### src/rtl/step_scheduler.sv
// Step-pulse scheduler: host-filled move queue, wake times compared against the
// free-running counter, one-cycle step pulses on the due cycle.
module step_scheduler #(
    parameter int QUEUE_DEPTH = 4
) (
    input  logic        clk,
    input  logic        rst,
    input  logic [31:0] counter,
    input  logic        wb_stb_i,
    input  logic        wb_cyc_i,
    input  logic        wb_we_i,
    input  logic [3:0]  wb_adr_i,
    input  logic [31:0] wb_dat_i,
    output logic [31:0] wb_dat_o,
    output logic        wb_ack_o,
    output logic        step,
    output logic        dir
);
    // state | meaning
    // IDLE  | waiting for a queued move
    // LOAD  | pop head entry, discard zero-count entries
    // RUN   | compare wake time against counter, emit steps
    typedef enum logic [1:0] {
        ST_IDLE = 2'd0,
        ST_LOAD = 2'd1,
        ST_RUN  = 2'd2
    } state_t;

    localparam int PW = (QUEUE_DEPTH > 1) ? $clog2(QUEUE_DEPTH) : 1;

    state_t        state_q, state_d;
    logic [4:0]    level_q, level_d;
    logic [PW-1:0] wr_ptr_q, wr_ptr_d;
    logic [PW-1:0] rd_ptr_q, rd_ptr_d;
    logic          overflow_q, overflow_d;
    logic [31:0]   next_time_q, next_time_d;
    logic [31:0]   interval_q, interval_d;
    logic [15:0]   add_q, add_d;
    logic [15:0]   remaining_q, remaining_d;
    logic [31:0]   staged_q, staged_d;
    logic          step_q, step_d;
    logic          dir_q, dir_d;

    logic [31:0] q_int [QUEUE_DEPTH];
    logic [15:0] q_cnt [QUEUE_DEPTH];
    logic [15:0] q_add [QUEUE_DEPTH];

    logic        wr_en, wr_push, wr_clr, full, empty, push, pop, due;
    logic [31:0] head_int, add_sext, diff;
    logic [15:0] head_cnt, head_add;

    assign wr_en    = wb_cyc_i && wb_stb_i && wb_we_i;
    assign wr_push  = wr_en && (wb_adr_i == 4'd1);
    assign wr_clr   = wr_en && (wb_adr_i == 4'd4) && wb_dat_i[0];
    assign full     = (level_q == 5'(QUEUE_DEPTH));
    assign empty    = (level_q == 5'd0);
    assign push     = wr_push && !full && !wr_clr;
    assign head_int = q_int[rd_ptr_q];
    assign head_cnt = q_cnt[rd_ptr_q];
    assign head_add = q_add[rd_ptr_q];
    assign add_sext = {{16{add_q[15]}}, add_q};
    assign diff     = counter - next_time_q;
    // Suppressing due while a pulse is out keeps pulses at least two cycles apart.
    assign due      = !diff[31] && !step_q;

    always_comb begin
        state_d     = state_q;
        level_d     = level_q;
        wr_ptr_d    = wr_ptr_q;
        rd_ptr_d    = rd_ptr_q;
        overflow_d  = overflow_q | (wr_push && full);
        next_time_d = next_time_q;
        interval_d  = interval_q;
        add_d       = add_q;
        remaining_d = remaining_q;
        staged_d    = staged_q;
        step_d      = 1'b0;
        dir_d       = dir_q;
        pop         = 1'b0;

        if (wr_en && (wb_adr_i == 4'd0)) staged_d = wb_dat_i;
        if (wr_en && (wb_adr_i == 4'd2)) dir_d = wb_dat_i[0];

        case (state_q)
            ST_IDLE: begin
                if (wr_en && (wb_adr_i == 4'd3)) next_time_d = wb_dat_i;
                if (!empty) state_d = ST_LOAD;
            end
            ST_LOAD: begin
                if (empty) begin
                    state_d = ST_IDLE;
                end else begin
                    pop = 1'b1;
                    if (head_cnt == 16'd0) begin
                        state_d = (level_q > 5'd1) ? ST_LOAD : ST_IDLE;
                    end else begin
                        interval_d  = head_int;
                        add_d       = head_add;
                        remaining_d = head_cnt;
                        next_time_d = next_time_q + head_int;
                        state_d     = ST_RUN;
                    end
                end
            end
            ST_RUN: begin
                if (due) begin
                    step_d = 1'b1;
                    if (remaining_q <= 16'd1) begin
                        remaining_d = 16'd0;
                        state_d     = empty ? ST_IDLE : ST_LOAD;
                    end else begin
                        remaining_d = remaining_q - 16'd1;
                        interval_d  = interval_q + add_sext;
                        next_time_d = next_time_q + interval_q + add_sext;
                    end
                end
            end
            default: state_d = ST_IDLE;
        endcase

        wr_ptr_d = wr_ptr_q + PW'(push);
        rd_ptr_d = rd_ptr_q + PW'(pop);
        level_d  = level_q + {4'd0, push} - {4'd0, pop};

        if (wr_clr) begin
            state_d     = ST_IDLE;
            level_d     = 5'd0;
            wr_ptr_d    = '0;
            rd_ptr_d    = '0;
            remaining_d = 16'd0;
            overflow_d  = 1'b0;
            step_d      = 1'b0;
        end
    end

    always_ff @(posedge clk or negedge rst) begin
        if (!rst) begin
            state_q     <= ST_IDLE;
            level_q     <= 5'd0;
            wr_ptr_q    <= '0;
            rd_ptr_q    <= '0;
            overflow_q  <= 1'b0;
            next_time_q <= 32'd0;
            interval_q  <= 32'd0;
            add_q       <= 16'd0;
            remaining_q <= 16'd0;
            staged_q    <= 32'd0;
            step_q      <= 1'b0;
            dir_q       <= 1'b0;
        end else begin
            state_q     <= state_d;
            level_q     <= level_d;
            wr_ptr_q    <= wr_ptr_d;
            rd_ptr_q    <= rd_ptr_d;
            overflow_q  <= overflow_d;
            next_time_q <= next_time_d;
            interval_q  <= interval_d;
            add_q       <= add_d;
            remaining_q <= remaining_d;
            staged_q    <= staged_d;
            step_q      <= step_d;
            dir_q       <= dir_d;
        end
    end

    // Queue storage needs no reset; occupancy is tracked by the pointers and level.
    always_ff @(posedge clk) begin
        if (push) begin
            q_int[wr_ptr_q] <= staged_q;
            q_cnt[wr_ptr_q] <= wb_dat_i[15:0];
            q_add[wr_ptr_q] <= wb_dat_i[31:16];
        end
    end

    always_comb begin
        case (wb_adr_i)
            4'd0:    wb_dat_o = {overflow_q, 23'd0, state_q, 1'b0, level_q};
            4'd1:    wb_dat_o = next_time_q;
            4'd2:    wb_dat_o = {16'd0, remaining_q};
            4'd3:    wb_dat_o = interval_q;
            default: wb_dat_o = 32'd0;
        endcase
    end

    assign wb_ack_o = 1'b1;
    assign step     = step_q;
    assign dir      = dir_q;
endmodule

### config.mk
export PLATFORM = sky130hd
export DESIGN_NAME = step_scheduler
export DESIGN_NICKNAME = d
export VERILOG_FILES = /design/src/rtl/step_scheduler.sv
export SDC_FILE = /design/constraint.sdc
export NUM_CORES = 1
export LEC_CHECK = 0
export BUFFER_PORTS_ARGS = -buffer_cell sky130_fd_sc_hd__buf_2
export CORE_ASPECT_RATIO = 0.5
export CORE_MARGIN = 1
export CORE_UTILIZATION = 62
export CTS_BUF_LIST = sky130_fd_sc_hd__clkbuf_16
export DETAILED_ROUTE_END_ITERATION = 10
export PLACE_DENSITY = 0.91
export SYNTH_ARGS = -nofsm -noshare
export SYNTH_HDL_FRONTEND = slang
export SYNTH_SLANG_ARGS = --single-unit
export TNS_END_PERCENT = 20
### constraint.sdc
create_clock -name clk -period 7.5 [get_ports clk]
set_input_delay 0.375 -clock clk [delete_from_list [all_inputs] [get_ports clk]]
set_output_delay 0.375 -clock clk [all_outputs]
set_load 0.02 [all_outputs]
==> results.py <==
metrics = {
    "detailed_routing": {
        "wirelength_mm": 65.4,
        "routedWlPerCell_um": 26.3,
        "avgViaCountPerCell": 6.87,
        "via_count": 17100,
        "first_pass_iters": 7,
        "drt-initial-drc-count": 2257,
        "route.detailed.drc": 0,
        "drtAntennaViolNets": 0,
    },
    "clocking": {
        "ctsResizeCount": 0,
        "cts.hold.buffers_added": 1,
        "cts_buffers": 36,
        "insertion_delay_ns": 0.56,
        "ctsRootBufferMaster": "clkbuf_16",
        "htree_levels": 2,
        "cts.sinks": 398,
        "postCtsSetupRepairBufs": 0,
        "clk_pin_slew_ns": 0.07,
        "cts_tree": "yes",
        "cts_buffer_depth": 3,
    },
    "sta": {
        "tightest_slew_ns": 1.22,
        "maxClockFrequency_mhz": 194,
        "rsz0062_at_grt": "false",
        "finalSetupViolCount": 0,
        "max_slew_margin": 0.188,
        "tns_ns": 0,
        "clock_skew_ns": 0.0224,
        "drv_slew": 0,
        "period_needed_ns": 5.16,
        "fin_crit_sh": 0.688,
        "hold_violations": 0,
    },
    "placed_design": {
        "place.gp.congestion": 0.974,
        "hpwlAfterDp_mm": 43.7,
        "port-buffer-count": 106,
        "place_inst": 2425,
    },
    "yosys": {
        "yosys.area.top_type": "edfxtp_1",
        "synth_seq_cells": 398,
        "synth.most_common_cell": "edfxtp_1",
        "syn_area_mm2": 0.0228,
        "synth.area.top_cells": "edfxtp_1 (34%), dfrtp_1 (16%), ha_1 (7.6%), mux4_2 (6.9%), fa_1 (3.1%)",
        "synth_cells": 1899,
        "synth_cell_types": 75,
        "ys_warn_count": 0,
        "yosysSeqAreaShare": 0.494,
        "yosys-top-cells-count": "edfxtp_1 (256), nand2_1 (149), dfrtp_1 (142)",
        "yosysTopAreaCellShare": 0.338,
        "synthArstFlopShare": 0.357,
        "synth_edf_count": 256,
        "synth_flop_cell": "edfxtp_1",
        "synthesis.nets": 2146,
        "synth_area_per_cell_um2": 12.0,
    },
    "grt": {
        "grt_max_degree": 87,
        "grt_antenna_before_repair": 3,
        "grt-ovfl-total": 0,
        "grt_pass1_wl_mm": 97.8,
        "grt_pass1_vias": 16500,
        "track_usage": 0.352,
    },
    "setup_path": {
        "r2r_cells": 13,
        "critPathBufInv": 1,
        "cp.required_ns": 7.90,
        "cp_top_family": "compound AO/OA/AOI/OAI gates",
        "end_kind": "flip-flop",
        "arrival_ns": 5.56,
        "slowest_stage": "dfrtp_4",
        "crit_top_cell": "a21oi_1",
        "reg2reg_slack_ns": 2.34,
        "crit_chain": "buf_4 -> mux4_2 -> ha_1 -> a21oi_1 -> o21ai_0 -> o41ai_1 -> nand3b_1 -> o211a_1 -> o21ai_1 -> a21oi_1 -> xnor2_1 -> a2111oi_0 -> a211oi_1",
        "critPathMaxStageDelay_ns": 0.86,
        "reg2reg_from": "rd_ptr_q[0]",
        "worstPathMaxFanout": 34,
        "crit_path_start_kind": "flip-flop",
        "path_class": "reg2reg",
        "r2r-end": "next_time_q[29]",
    },
    "floorplanning": {
        "initial_core_util": 0.632,
        "die_w_um": 273,
        "core_area_mm2": 0.0360,
        "row_count": 49,
        "io_pins": 108,
        "die_area_mm2": 0.0376,
        "die_y_um": 138,
    },
    "layout": {
        "area_growth_pct": 9.31,
        "fin_util": 0.691,
        "drive_above_1_share": 0.161,
        "nets": 2227,
        "multi_input_area_mm2": 0.0110,
        "antennaDiodeCount": 0,
        "stdcell_count": 2491,
        "fillers": 2436,
        "seqCellArea_mm2": 0.0112,
    },
    "min_path": {
        "hold_path_class": "in2reg",
        "min_from": "wb_dat_i[20]",
        "hold_end": "q_add[0][4]",
        "whs_path_depth": 1,
    },
    "job": {
        "drv_cap": 0,
    },
    "status": {
        "status": "finished, final reports clean",
    },
}
[registers in the layout, summed over array words and instances, names as in the netlist, 5 cells and up]
signal / flops
level_q: 5
interval_q: 32
staged_q: 32
q_add: 64
add_q: 16
next_time_q: 32
remaining_q: 16
q_int: 128
q_cnt: 64
[worst max path at each step]
stage / slack [ns] / cells past startpoint / endpoint / startpoint
floorplan: 1.03 / 6 / q_add[1][0] / wb_adr_i[0]
global placement: 2.77 / 13 / next_time_q[31] / rd_ptr_q[0]
detailed placement: 2.49 / 13 / next_time_q[29] / rd_ptr_q[0]
CTS: 2.35 / 13 / next_time_q[29] / rd_ptr_q[0]
global route: 2.04 / 13 / next_time_q[29] / rd_ptr_q[0]
finish: 2.34 / 13 / next_time_q[29] / rd_ptr_q[0]
[cell usage in the layout (no fill, tap or decap), types with 36 or more instances in the layout]
| cell | netlist | layout |
|---|---|---|
| clkbuf_16 | 0 | 36 |
| inv_1 | 65 | 76 |
| xnor2_1 | 55 | 55 |
| edfxtp_1 | 256 | 256 |
| mux2_2 | 61 | 61 |
| o21ai_0 | 115 | 115 |
| a21o_1 | 43 | 43 |
| nand2_1 | 149 | 148 |
| mux4_2 | 70 | 70 |
| nor2_1 | 132 | 131 |
| a21oi_1 | 116 | 116 |
| dfrtp_1 | 142 | 140 |
| ha_1 | 139 | 138 |
| buf_2 | 15 | 105 |
[kinds of logic after synthesis]
logic type,Yosys count,share of synthesized area
simple gates,466,0.0955
xor+xnor,89,0.0342
buf+inv,147,0.0260
fa+ha+maj,174,0.107
other cells,1,0.000165
compound gates,468,0.133
flops,398,0.494
mux,156,0.110
[layer usage]
metal	vias up	GRT usage	share of wire
li1	7362	-	-
met1	8342	0.458	0.37
met2	1149	0.567	0.46
met3	270	0.0636	0.10
met4	2	0.202	0.063
met5	-	0	0.00032
[final cells by class]
| class | count | area share |
|---|---|---|
| tap | 484 | 0.0243 |
| clock inverter | 29 | 0.00975 |
| multi-input combinational | 1354 | 0.441 |
| inverter | 67 | 0.0101 |
| sequential | 398 | 0.452 |
| timing repair buffer | 123 | 0.0268 |
| clock buffer | 36 | 0.0362 |
[metrics by stage]
| step | worst slack (ns) | hold slack (ns) | cell area (um^2) |
|---|---|---|---|
| floorplan | 1.03 | 0.0794 | 22800 |
| global placement | 2.77 | 0.483 | 23700 |
| finish | 2.34 | 0.0741 | 24900 |
| CTS | 2.35 | 0.0613 | 24900 |
| global route | 2.04 | 0.0750 | 24900 |
| detailed placement | 2.49 | 0.493 | 23700 |
Power is left out: the tool's default activity adds up to more than one toggle a clock period on the data nets, which glitch-free logic cannot reach.
